<file path="src/rtl/round_controller.sv">
// rtl/round_controller.sv - game-round sequencer driving the score comparator/subtractor
module round_controller #(
    parameter int                 WIDTH         = 5,
    parameter int                 SCORE_WIDTH   = 8,
    parameter logic [WIDTH-1:0]   LFSR_SEED     = 5'b00001,
    parameter int                 REVEAL_CYCLES = 4
) (
    input  logic                   clk,
    input  logic                   resetn,
    input  logic                   start,
    input  logic                   pick_valid,
    input  logic [WIDTH-1:0]       pick,
    output logic                   pick_ready,
    output logic [WIDTH-1:0]       x,
    output logic [WIDTH-1:0]       y,
    input  logic                   lose,
    input  logic [WIDTH-1:0]       bonus,
    output logic [WIDTH-1:0]       rng,
    output logic [SCORE_WIDTH-1:0] score,
    output logic [3:0]             rounds,
    output logic                   busy,
    output logic                   game_over
);

    localparam logic [2:0] S_IDLE      = 3'd0;
    localparam logic [2:0] S_WAIT_PICK = 3'd1;
    localparam logic [2:0] S_DRAW      = 3'd2;
    localparam logic [2:0] S_EVAL      = 3'd3;
    localparam logic [2:0] S_REVEAL    = 3'd4;
    localparam logic [2:0] S_OVER      = 3'd5;

    localparam int CW = (REVEAL_CYCLES > 1) ? $clog2(REVEAL_CYCLES) : 1;

    logic [2:0]             state;
    logic [2:0]             next_state;
    logic [WIDTH-1:0]       lfsr;
    logic [CW-1:0]          reveal_cnt;
    logic [SCORE_WIDTH:0]   score_sum;

    assign rng = lfsr;

    // One extra bit on the sum exposes overflow for saturation.
    assign score_sum = {1'b0, score} + {{(SCORE_WIDTH + 1 - WIDTH){1'b0}}, bonus};

    always_comb begin
        next_state = state;
        case (state)
            S_IDLE:      if (start) next_state = S_WAIT_PICK;
            S_WAIT_PICK: if (pick_valid && pick_ready) next_state = S_DRAW;
            S_DRAW:      next_state = S_EVAL;
            S_EVAL:      next_state = lose ? S_OVER : S_REVEAL;
            S_REVEAL:    if (reveal_cnt == '0) next_state = S_WAIT_PICK;
            S_OVER:      if (start) next_state = S_WAIT_PICK;
            default:     next_state = S_IDLE;
        endcase
    end

    always_ff @(posedge clk or negedge resetn) begin
        if (!resetn) begin
            state      <= S_IDLE;
            lfsr       <= LFSR_SEED;
            reveal_cnt <= '0;
            x          <= '0;
            y          <= '0;
            score      <= '0;
            rounds     <= '0;
            pick_ready <= 1'b0;
            busy       <= 1'b0;
            game_over  <= 1'b0;
        end else begin
            state      <= next_state;
            lfsr       <= {lfsr[WIDTH-2:0], lfsr[4] ^ lfsr[2]};
            // Status flags are registered from the next state so they line up with it.
            pick_ready <= (next_state == S_WAIT_PICK);
            busy       <= (next_state == S_WAIT_PICK) || (next_state == S_DRAW) ||
                          (next_state == S_EVAL) || (next_state == S_REVEAL);
            game_over  <= (next_state == S_OVER);

            case (state)
                S_IDLE: begin
                    if (start) begin
                        score  <= '0;
                        rounds <= '0;
                    end
                end
                S_WAIT_PICK: begin
                    if (pick_valid && pick_ready) x <= pick;
                end
                S_DRAW: begin
                    y <= lfsr;
                end
                S_EVAL: begin
                    if (!lose) begin
                        score      <= score_sum[SCORE_WIDTH] ? '1 : score_sum[SCORE_WIDTH-1:0];
                        rounds     <= (rounds == 4'hF) ? rounds : rounds + 4'd1;
                        reveal_cnt <= CW'(REVEAL_CYCLES - 1);
                    end
                end
                S_REVEAL: begin
                    if (reveal_cnt != '0) reveal_cnt <= reveal_cnt - 1'b1;
                end
                S_OVER: begin
                    if (start) begin
                        score  <= '0;
                        rounds <= '0;
                        x      <= '0;
                        y      <= '0;
                    end
                end
                default: ;
            endcase
        end
    end

endmodule

</file>
<file path="config.mk">
export PLATFORM = sky130hd
export DESIGN_NAME = round_controller
export DESIGN_NICKNAME = d
export VERILOG_FILES = /design/src/rtl/round_controller.sv
export SDC_FILE = /design/constraint.sdc
export NUM_CORES = 1
export LEC_CHECK = 0
export ABC_AREA = 1
export CORE_ASPECT_RATIO = 1.5
export CORE_MARGIN = 2
export CORE_UTILIZATION = 35
export DETAILED_ROUTE_END_ITERATION = 8
export SLEW_MARGIN = 20
export SYNTH_ARGS = -nofsm -noshare
export SYNTH_HDL_FRONTEND = slang
export SYNTH_SLANG_ARGS = --single-unit
export TNS_END_PERCENT = 1
</file>
<file path="constraint.sdc">
create_clock -name clk -period 2.3 [get_ports clk]
set_input_delay 0.46 -clock clk [delete_from_list [all_inputs] [get_ports clk]]
set_output_delay 0.46 -clock clk [all_outputs]
set_load 0.005 [all_outputs]
</file>
==> flow_summary.ini <==
[timing]
grt_setup_unrepaired = no
slew_headroom_pct = 71.0
slew_viol_final = 0
finalCritPeriodShare_pct = 83.8
final_hold_viol_count = 0
clock_skew_ps = 6.69
worstMarginPinSlew_ps = 435
setup-violations-final = 0
tns_ps = 0
fmax_ghz = 0.519
period_minus_slack_ps = 1930

[critical_path]
reg2regPathDepth = 9
critPathMaxFanout = 7
slowest_delay_ps = 400
cp.required_ps = 2460
crit_path_start_kind = input port
critical_path_class = input port to register
cp-startpoint = bonus[0]
cp_slowest_cell = clkdlybuf4s50_1
r2r_start = score[0]
cp_common_cell = nand2_1
critPathCaptureType = register
critical_path.cell_chain = clkdlybuf4s50_1, ha_1, fa_1, nand3_1, nand2_1, a21oi_1, buf_4, nand2_1, nand2_1, nand2_1
arrival_ps = 2090

[worst_hold_path]
min_from = rng[1]
hold_path_class = register to register
hold_depth = 0

[cts]
cts_root_buf = clkbuf_8
post_cts_buffers = 0
clk_latency_ps = 280
numCtsBuffers = 5
h-tree-depth = 2
holdBufCountCts = 0
cts_resized = 0
clock_sinks = 35
clk_pin_slew_ps = 60
cts_tree = yes
cts.path.max_buffers = 2

[routing]
vias_per_cell = 4.56
wl_um = 3880
vias = 1611
avgRoutedWirePerCell_um = 11.0
ant_nets = 0
dr.pass1.iters = 4
drc = 0
drt-initial-drc-count = 44

[synthesis]
synth_compound_area_share_pct = 2.06
ys_seq_elements = 35
yosysWarnings = 0
synth_nets = 252
synth_top_family_by_area = simple AND/OR/NAND/NOR gates
synthAdderAreaFrac_pct = 5.91
syn_inst = 229
synthSimpleGateAreaFrac_pct = 36.5
synth_xor_area_share_pct = 2.40
synth_area_per_cell_um2 = 7.96
synth_area_mm2 = 0.00182
synth_mux_area_share_pct = 0
yosysSeqAreaShare_pct = 48.1
synth_cell_types = 24

[die]
fp-row-count = 32
coreArea_mm2 = 0.00508
num_io_pins = 45
die_w_um = 62.9
initial_core_util_pct = 35.8
die_h_um = 92.4
dieArea_mm2 = 0.00581

[placed_design]
place_hpwl_um = 2980
io_buffers = 44
place.gp.congestion = 0.845

[layout]
drive_above_1_share_pct = 8.77
fin_nets = 307
area_growth_pct = 35.0
antenna_cells = 0
postLayoutCoreUtil_pct = 48.4

[power]
p_leak_uw = 0.00130
powerDensity_mw_per_mm2 = 1200
vdd_drop_max_mv = 0.671

[run]
max_cap_violations = 0

[outcome]
status = completed

[global_route]
first_global_vias = 1643
grt_pass1_wl_um = 6840
gr-total-overflow = 0
antenna_found_initial = 0
grt_use_total_pct = 14.7
grt_max_degree = 36
## critical path: cells and delay by family
family / cells / cell delay, ps
buffers and inverters: 2 / 560
AO/OA/AOI/OAI: 1 / 130
AND/OR/NAND/NOR: 5 / 320
adder cells (fa/ha/maj): 2 / 620
## stage by stage
step | worst slack [ps] | cells | hold slack (ps) | power, µW | area (µm²)
after floorplan | 426 | 229 | 164 | 1940 | 1820
after global placement | 88.0 | 345 | 399 | 2550 | 2380
after detailed placement | 61.2 | 345 | 390 | 2570 | 2380
after CTS | 370 | 353 | 410 | 3000 | 2460
after global routing | 267 | 353 | 419 | 3270 | 2460
final | 374 | 353 | 407 | 2940 | 2460
## flip-flops by register name (all words and copies together) (netlist names)
signal and count:
rounds 4, score 8, pick_ready 1, x 5, y 5, busy 1
reveal_cnt 2, state 3, rng 5, game_over 1
## power breakdown
group          internal (µW)  leakage (µW)  total, µW  switching, µW
Clock                    212     0.0000422        416            204
Sequential               838      0.000453       1020            180
Combinational            705      0.000803       1510            805
## Yosys cell counts, drive strengths merged
master  instances  area (µm²)
nor3            2        10.0
nand2          91         354
dfrtp          34         851
nand3b          1        7.51
xor2            3        26.3
inv            24        90.1
xnor2           2        17.5
or2             1        6.26
nand3          29         168
dfstp           1        26.3
nand4           2        12.5
o21bai          1        7.51
ha              7        87.6
fa              1        20.0
nor2           24         108
o21ai           3        15.0
a21oi           3        15.0
## cells in the final DEF (no fill, tap or decap), drive strengths merged, types with 2 or more instances in the layout
cell,netlist,routed
nand2,91,91
nand4,2,2
nand3,29,29
inv,24,24
o21ai,3,3
clkdlybuf4s50,0,44
ha,7,7
xor2,3,3
a21oi,3,3
xnor2,2,2
nor2,24,24
dfrtp,34,34
clkbuf,0,7
buf,0,4
nor3,2,2
## final cells by class
class                   instances  area [µm²]
inverters                      24        90.1
well taps                      68        85.1
repair buffers                 48         470
clock inverters                 1        5.00
multi-input cells             170         855
clock buffers                   7        76.3
flip-flops and latches         35         877
fillers                       553        2630
## kinds of logic (layout without fill, tap and decap cells)
group | after synthesis | count (layout)
adders and majority gates | 8 | 8
AOI/OAI and AO/OA | 7 | 7
buffers and inverters | 24 | 80
DFF | 35 | 35
and+or+nand+nor | 150 | 150
xor gates and xnor gates | 5 | 5
## per-layer routing
layer  track usage [%]  up-vias  wire, µm
met4              7.78        0       106
met3              3.65       11       192
met1              15.3      728      1570
li1                  -      832         -
met2              27.0       40      2010
met5                 0        -         0
## final timing paths
path                            end  slack [ps]
min in group asynchronous      y[2]         590
hold reg to reg              rng[2]         410
hold / removal               rng[2]         410
max in group asynchronous    rng[0]        1380
setup / recovery           score[5]         370
setup reg to reg           score[5]         570
Note: power is estimated with default switching activity, not from simulation.
